File: src/rtl/io_port_if.sv
// Bus/device-side signal bundle for io_port_unit: input FIFO, output register, error flags.
// The unit takes the slave modport; the driving side (bus/control/device model) takes master.
interface io_port_if #(
    parameter int WIDTH = 32
);
    logic [WIDTH-1:0] in_data;
    logic             in_valid;
    logic             in_ready;
    logic             in_pop;
    logic [WIDTH-1:0] inport_q;
    logic             in_avail;
    logic             OutPortin;
    logic [WIDTH-1:0] bus_data;
    logic [WIDTH-1:0] out_data;
    logic             out_valid;
    logic             out_ack;
    logic             err_clr;
    logic             in_underflow;
    logic             out_overrun;

    modport slave (
        input  in_data, in_valid, in_pop, OutPortin, bus_data, out_ack, err_clr,
        output in_ready, inport_q, in_avail, out_data, out_valid, in_underflow, out_overrun
    );

    modport master (
        output in_data, in_valid, in_pop, OutPortin, bus_data, out_ack, err_clr,
        input  in_ready, inport_q, in_avail, out_data, out_valid, in_underflow, out_overrun
    );
endinterface

File: src/rtl/io_port_unit.sv
// I/O edge stage: device input FIFO read by the in instruction, output register with valid/ack.
// Optional IO_PORT_LOOPBACK_EN adds a `loopback` port that routes OutPortin writes into the FIFO.
module io_port_unit #(
    parameter int WIDTH    = 32,
    parameter int IN_DEPTH = 4,
    parameter int ADDR_W   = 2
) (
    input  logic       clock,
    input  logic       clear,
`ifdef IO_PORT_LOOPBACK_EN
    input  logic       loopback,
`endif
    io_port_if.slave   io
);
    typedef enum logic {IDLE, HOLD} out_state_t;

    localparam logic [ADDR_W:0] FULL_COUNT = (ADDR_W+1)'(IN_DEPTH);

    logic [WIDTH-1:0]  mem [IN_DEPTH];
    logic [ADDR_W-1:0] wr_ptr, rd_ptr;
    logic [ADDR_W:0]   count;
    logic              full, empty, lb;
    logic              push, pop;
    logic [WIDTH-1:0]  push_data;
    out_state_t        state, next_state;
    logic              load_out, set_overrun;

`ifdef IO_PORT_LOOPBACK_EN
    assign lb = loopback;
`else
    assign lb = 1'b0;
`endif

    assign full  = (count == FULL_COUNT);
    assign empty = (count == '0);

    assign io.in_ready = !full && !lb;
    assign io.in_avail = !empty;
    assign io.inport_q = empty ? '0 : mem[rd_ptr];

    // Loopback writes take the FIFO push slot; the device side is blocked meanwhile.
    assign push      = lb ? (io.OutPortin && !full) : (io.in_valid && io.in_ready);
    assign push_data = lb ? io.bus_data : io.in_data;
    assign pop       = io.in_pop && !empty;

    // NOTE: storage has no reset; only pointers/count define validity, and an empty FIFO reads 0.
    always_ff @(posedge clock) begin
        if (push) mem[wr_ptr] <= push_data;
    end

    // NOTE: sequential state uses non-blocking assignments so every flop samples pre-edge values.
    always_ff @(posedge clock or negedge clear) begin
        if (!clear) begin
            wr_ptr <= '0;
            rd_ptr <= '0;
            count  <= '0;
        end else begin
            if (push) wr_ptr <= wr_ptr + ADDR_W'(1);
            if (pop)  rd_ptr <= rd_ptr + ADDR_W'(1);
            case ({push, pop})
                2'b10:   count <= count + (ADDR_W+1)'(1);
                2'b01:   count <= count - (ADDR_W+1)'(1);
                default: count <= count;
            endcase
        end
    end

    always_ff @(posedge clock or negedge clear) begin
        if (!clear) begin
            state       <= IDLE;
            io.out_data <= '0;
        end else begin
            state <= next_state;
            if (load_out) io.out_data <= io.bus_data;
        end
    end

    // NOTE: every combinational output gets a default first so no path infers a latch.
    always_comb begin
        next_state   = state;
        load_out     = 1'b0;
        set_overrun  = 1'b0;
        io.out_valid = 1'b0;
        if (lb) begin
            next_state = IDLE;
            load_out   = io.OutPortin;
        end else begin
            case (state)
                IDLE: begin
                    if (io.OutPortin) begin
                        load_out   = 1'b1;
                        next_state = HOLD;
                    end
                end
                HOLD: begin
                    io.out_valid = 1'b1;
                    if (io.OutPortin) begin
                        load_out    = 1'b1;
                        set_overrun = !io.out_ack;
                    end else if (io.out_ack) begin
                        next_state = IDLE;
                    end
                end
                default: next_state = IDLE;
            endcase
        end
    end

    // Clear has priority over a set arriving on the same edge.
    always_ff @(posedge clock or negedge clear) begin
        if (!clear) begin
            io.in_underflow <= 1'b0;
            io.out_overrun  <= 1'b0;
        end else if (io.err_clr) begin
            io.in_underflow <= 1'b0;
            io.out_overrun  <= 1'b0;
        end else begin
            if (io.in_pop && empty) io.in_underflow <= 1'b1;
            if (set_overrun)        io.out_overrun  <= 1'b1;
        end
    end
endmodule
File: src/flat_wrapper.sv
// flat-port wrapper written by rule: the top's interface ports become plain ports
module io_port_unit_flat 
#(
    parameter int WIDTH    = 32,
    parameter int IN_DEPTH = 4,
    parameter int ADDR_W   = 2
)
  (clock, clear, io_in_data, io_in_valid, io_in_pop, io_OutPortin, io_bus_data, io_out_ack, io_err_clr, io_in_ready, io_inport_q, io_in_avail, io_out_data, io_out_valid, io_in_underflow, io_out_overrun);
  io_port_if #(.WIDTH(WIDTH)) io_i ();
  input  logic clock;
  input  logic clear;
  input wire logic [$bits(io_i.in_data)-1:0] io_in_data;
  input wire logic [$bits(io_i.in_valid)-1:0] io_in_valid;
  input wire logic [$bits(io_i.in_pop)-1:0] io_in_pop;
  input wire logic [$bits(io_i.OutPortin)-1:0] io_OutPortin;
  input wire logic [$bits(io_i.bus_data)-1:0] io_bus_data;
  input wire logic [$bits(io_i.out_ack)-1:0] io_out_ack;
  input wire logic [$bits(io_i.err_clr)-1:0] io_err_clr;
  output wire logic [$bits(io_i.in_ready)-1:0] io_in_ready;
  output wire logic [$bits(io_i.inport_q)-1:0] io_inport_q;
  output wire logic [$bits(io_i.in_avail)-1:0] io_in_avail;
  output wire logic [$bits(io_i.out_data)-1:0] io_out_data;
  output wire logic [$bits(io_i.out_valid)-1:0] io_out_valid;
  output wire logic [$bits(io_i.in_underflow)-1:0] io_in_underflow;
  output wire logic [$bits(io_i.out_overrun)-1:0] io_out_overrun;
  assign io_i.in_data = io_in_data;
  assign io_i.in_valid = io_in_valid;
  assign io_i.in_pop = io_in_pop;
  assign io_i.OutPortin = io_OutPortin;
  assign io_i.bus_data = io_bus_data;
  assign io_i.out_ack = io_out_ack;
  assign io_i.err_clr = io_err_clr;
  assign io_in_ready = io_i.in_ready;
  assign io_inport_q = io_i.inport_q;
  assign io_in_avail = io_i.in_avail;
  assign io_out_data = io_i.out_data;
  assign io_out_valid = io_i.out_valid;
  assign io_in_underflow = io_i.in_underflow;
  assign io_out_overrun = io_i.out_overrun;
  io_port_unit #(.WIDTH(WIDTH), .IN_DEPTH(IN_DEPTH), .ADDR_W(ADDR_W)) u_core (.clock(clock), .clear(clear), .io(io_i));
endmodule
File: config.mk
export PLATFORM = sky130hd
export DESIGN_NAME = io_port_unit_flat
export DESIGN_NICKNAME = d
export VERILOG_FILES = /design/src/rtl/io_port_if.sv /design/src/rtl/io_port_unit.sv /design/src/flat_wrapper.sv
export SDC_FILE = /design/constraint.sdc
export NUM_CORES = 1
export LEC_CHECK = 0
export CAP_MARGIN = 25
export CORE_MARGIN = 1
export CORE_UTILIZATION = 60
export DETAILED_ROUTE_END_ITERATION = 7
export DONT_BUFFER_PORTS = 1
export MAX_ROUTING_LAYER = met4
export PLACE_DENSITY = 0.76
export SLEW_MARGIN = 20
export SYNTH_ARGS = -nofsm -noshare
export SYNTH_HDL_FRONTEND = slang
export SYNTH_SLANG_ARGS = --single-unit
File: constraint.sdc
create_clock -name clock -period 3.18 [get_ports clock]
set_input_delay 0.477 -clock clock [delete_from_list [all_inputs] [get_ports clock]]
set_output_delay 0.477 -clock clock [all_outputs]
set_load 0.005 [all_outputs]
## After elaboration in Yosys (flattened, before gate mapping)

Memories as Yosys holds them, arrays and structs flattened.
Cells that the tools add are included.

- Bits in registers: 42
- Latch bits: 0
- Bits in writable memories: 128
- Bits in read-only memories: 0
- Input port bits: 71
- Output and inout port bits: 69
- Logic and storage cells: 41
- Memories kept: 1

- Add/subtract/negate cells: 4
- Multiply operators: 0
- Div/mod/pow operators: 0
- Order comparisons: 0
- Equality and inequality tests: 3
- Shift-type cells: 0
- Muxes and demuxes: 15
- Bitwise gates (word level): 1
- Reduce and logical (&&, ||, !) cells: 10

Memory list:

| name | depth | bits a word | rd ports | clocked after Yosys merged registers in | wr ports | line | source |
|---|---|---|---|---|---|---|---|
| u_core.mem | 4 | 32 | 1 | 0 | 1 | io_port_unit.sv:19 | `logic [WIDTH-1:0] mem [IN_DEPTH];` |

Operator list:

| operator | number |
|---|---|
| 32-bit 2-to-1 mux | 1 |
| 1-bit 2-to-1 mux | 12 |
| 3-bit one-hot mux with 2 select lines | 1 |
| 2-bit nonzero test | 3 |
| 2-bit by 1-bit adder with 2-bit output (second input constant) | 2 |
| 3-bit by 1-bit adder with 3-bit output (second input constant) | 1 |
| 3-bit equality test (second input constant) | 1 |
| 1-bit logical AND | 3 |
| 1-bit zero test | 3 |
| 3-bit zero test | 1 |
| 3-bit by 1-bit subtractor with 3-bit output (second input constant) | 1 |
| 2-bit by 1-bit equality test with 1-bit output (second input constant) | 1 |
| 2-bit equality test (second input constant) | 1 |
| 1-bit one-hot mux with 2 select lines | 1 |
| 1-bit inverter | 1 |

## Depth between registers and ports, before layout

- Word-level depth: 5
- Gate-level depth with buffers: 9
- Gate-level depth less buffers: 9

## Worst setup path after synthesis

No wires, ideal clock.

- Kind: register -> register
- Start point: reg u_core.count[0]
- End point: reg u_core.count[2]
- Library setup time: 0.079 ns
- Arrival time: 1.993 ns
- Data required time: 3.101 ns
- Path slack: 1.108 ns
- Stages on the path, launching flop included: 10
- Buffers on the path: 0
- Period minus slack after synthesis: 2.072 ns
- Cells stage by stage: dfrtp_1 -> or3b_4 -> and2_4 -> inv_1 -> ha_1 -> inv_1 -> fa_1 -> xor2_1 -> nor2_1 -> xor2_1

- Cells in the longest elaborated chain, start to end: 5
- Elaborated cells on any way between the ends: 12
- Classes of those cells: add/sub: 2; eq/ne: 3; mux: 1; reduce/logical: 6

Ends and longest elaborated chain:

| item | line | source |
|---|---|---|
| start: declaration | io_port_unit.sv:21 | `logic [ADDR_W:0] count;` |
| start signal: assignment | io_port_unit.sv:61 | `2'b10: count <= count + (ADDR_W+1)'(1);` |
| start signal: assignment | io_port_unit.sv:62 | `2'b01: count <= count - (ADDR_W+1)'(1);` |
| start signal: assignment | io_port_unit.sv:63 | `default: count <= count;` |
| 3-bit equality test * | io_port_unit.sv:34 | `assign full = (count == FULL_COUNT);` |
| 1-bit zero test * | io_port_unit.sv:37 | `assign io.in_ready = !full && !lb;` |
| via io_in_ready | flat_wrapper.sv:19 | `output wire logic [$bits(io_i.in_ready)-1:0] io_in_ready;` |
| 1-bit logical AND * | io_port_unit.sv:42 | `assign push = lb ? (io.OutPortin && !full) : (io.in_valid && io.in_ready);` |
| 2-bit by 1-bit equality test with 1-bit output or 2-bit equality test (tied branches) | io_port_unit.sv:60 | `case ({push, pop})` |
| 3-bit one-hot mux with 2 select lines or 2-bit nonzero test (tied branches) | n/a |  |

The timed path passes the listed nets; every way through them passes the cells marked *.
A chain may end at the register's enable or synchronous reset.

## Worst setup path after layout

- Start point: reg u_core.rd_ptr[0]
- End point: out io_inport_q[9]

- Cells in the longest elaborated chain, start to end: 2

Ends and longest elaborated chain:

| item | line | source |
|---|---|---|
| start: declaration | io_port_unit.sv:20 | `logic [ADDR_W-1:0] wr_ptr, rd_ptr;` |
| start signal: assignment | io_port_unit.sv:59 | `if (pop) rd_ptr <= rd_ptr + ADDR_W'(1);` |
| memory read 4 x 32 bit | n/a |  |
| 32-bit 2-to-1 mux | io_port_unit.sv:39 | `assign io.inport_q = empty ? '0 : mem[rd_ptr];` |
| end: declaration | flat_wrapper.sv:20 | `output wire logic [$bits(io_i.inport_q)-1:0] io_inport_q;` |

No other way between the ends.

==> flow_summary.toml <==
[run_status]
status = "complete, no violations"

[placement]
place_area_um2 = 6660
dpl.hpwl_um = 6680
gp_congestion = 0.791
place_inst = 444
port_buffers = 0

[timing]
finalHoldViolations = 0
maxSlewHeadroom = 0.429
grt_setup_unrepaired = "no"
min_period_ps = 2850
fmaxAchievable_mhz = 351
timing.setup.tns_ps = 0
period_share = 0.896
drv_slew = 0
tightestPinTransition_ps = 857
fin_skew_ps = 10.8
setup_violations = 0
worst_hold_slack_ps = 44.7

[grt]
grt_max_degree = 43
grt_pass1_wl_um = 17800
grt_usage = 0.228
overflow = 0
antenna_found_initial = 0
first_global_vias = 3291

[floorplan]
start_util = 0.627
dieArea_um2 = 11300
num_rows = 37
fp.dieW_um = 107
die_y_um = 107
core_area_um2 = 10500
io_pins = 140

[hold_path]
holdCritStartpoint = "io_in_data[11]"
hold_end = "u_core.mem[2][11]"
hold_path.class = "input pin to flip-flop"
holdPathStages = 0

[worst_setup_path]
r2r_slack_ps = 930
reg2reg_to = "u_core.count[1]"
arrival_ps = 2370
cp_cell_sequence = "buf_4, mux4_2, and2_1"
crit_path_start_kind = "flip-flop"
path_max_fanout = 20
reg2reg_depth = 8
crit_type = "flip-flop to output port"
max_stage_delay_ps = 800
cp-end-kind = "output port"
crit_required_ps = 2700
cp_slowest_cell = "dfrtp_2"
worstReg2RegStart = "u_core.count[0]"

[logic_synthesis]
synth_fp_nets = 396
synth_largest_area_cell = "edfxtp_1"
synth.ff_latch_count = 170
synth-main-ff-cell = "edfxtp_1"
synth_cell_type_count = 25
ys_warn_count = 0
synth_area_um2 = 6560
synth_edf_count = 128
synth_async_sr_flop_share = 0.247
synth.area.top_cells = "edfxtp_1, dfrtp_1, mux4_2, mux2_2, and2_1"
avgSynthCellArea_um2 = 20.5
yosys.area.top_type_share = 0.586
syn_inst = 319
yosysSeqAreaShare = 0.747

[detailed_routing]
vias = 2885
routed.top_layer = "met4"
ant_nets = 0
drc = 0
dr_wl_met3_um = 1100
drt_iter0_drc = 129
wl_met2_um = 5730
wl_met1_um = 4260
firstDrtPassIters = 4
avgRoutedWirePerCell_um = 23.5
routed_wl_um = 11300
vias_per_cell = 6.02

[power]
p_leak_uw = 0.00253
power-per-cell-area_nw_per_um2 = 890
peakVddDrop_v = 0.000362

[finish]
final_cell_mix = "edfxtp_1, dfrtp_1, and2_1"
areaGrowthSynthToFinish_pct = 10.7
diodes = 0
layout.nets = 407
fin_util = 0.693
final_common_cell = "edfxtp_1"
drive_above_1_share = 0.309
instances_no_fill = 479
final_area_um2 = 7260

[cts]
cts-resized-gates = 0
cts_root_buf = "clkbuf_8"
cts_setup_buffers = 0
cts_hold_buffers = 3
numClockSinks = 170
clk_latency_ps = 520
cts_tree = "built"
path_clk_slew_ps = 70
htree_levels = 4
numCtsBuffers = 17
clock_path_buffers = 2

[job]
cap_viol_max_count = 0
[routing by layer]
layer,vias to the layer above,GRT usage
li1,1253,-
met1,1467,0.272
met2,152,0.358
met3,13,0.0889
met4,0,0.0812
met5,-,-
[through the flow]
| stage | power, uW | setup WS [ps] |
|---|---|---|
| final | 6460 | 332 |
| after global routing | 6790 | 158 |
| after CTS | 6540 | 236 |
| after detailed placement | 4660 | 809 |
| after global placement | 4600 | 834 |
| after floorplan | 4330 | 1110 |
[area by class of cell]
cell class / count / area [um2]
sequential: 170 / 4900
clock inverter: 9 / 65.1
inverter: 8 / 30.0
tap: 136 / 170
clock buffer: 23 / 488
multi-input combinational: 126 / 1540
fill: 665 / 3210
timing repair buffer: 7 / 70.1
[critical path: cells and delay by family (launching register included)]
family / cells / cell delay, ps
flip-flops: 1 / 800
buffers and inverters: 1 / 340
multiplexers: 1 / 520
AND/OR/NAND/NOR: 1 / 190
[power breakdown]
part	total [uW]	switching (uW)	internal [uW]
Sequential	3080	224	2860
Clock	1860	789	1070
Combinational	1510	756	759
Total	6460	1770	4690
[registers in the layout, summed over array words and instances, names as in the netlist]
register / count
u_core.count: 3
u_core.io.in_underflow: 1
u_core.io.out_data: 32
u_core.io.out_overrun: 1
u_core.mem: 128
u_core.rd_ptr: 2
u_core.state: 1
u_core.wr_ptr: 2
[logic make-up after synthesis]
kind of cell / Yosys count / synth area share
AOI/OAI and AO/OA: 4 / 0.00363
xor gates and xnor gates: 6 / 0.00802
adders and majority gates: 6 / 0.0126
buffers and inverters: 23 / 0.0189
DFF: 170 / 0.747
muxes: 65 / 0.167
and+or+nand+nor: 45 / 0.0429
[cells in the mapped netlist (3+ instances only)]
| master | count |
|---|---|
| mux4_2 | 32 |
| xor2_1 | 3 |
| nor2_1 | 3 |
| and2_1 | 33 |
| ha_1 | 5 |
| buf_2 | 6 |
| mux2_2 | 32 |
| dfrtp_1 | 42 |
| xnor2_1 | 3 |
| buf_6 | 4 |
| clkbuf_1 | 5 |
| and3_2 | 4 |
| edfxtp_1 | 128 |
| inv_1 | 8 |
[worst max-delay path by stage]
stage / startpoint / endpoint / slack (ps) / cells after the start
CTS: u_core.rd_ptr[0] / io_inport_q[9] / 240 / 3
finish: u_core.rd_ptr[0] / io_inport_q[9] / 330 / 3
detailed placement: u_core.rd_ptr[0] / io_inport_q[17] / 810 / 3
floorplan: u_core.count[0] / u_core.count[2] / 1110 / 9
global route: u_core.rd_ptr[0] / io_inport_q[17] / 160 / 3
global placement: u_core.rd_ptr[0] / io_inport_q[17] / 830 / 3
Note: power is estimated with default switching activity, not from simulation.
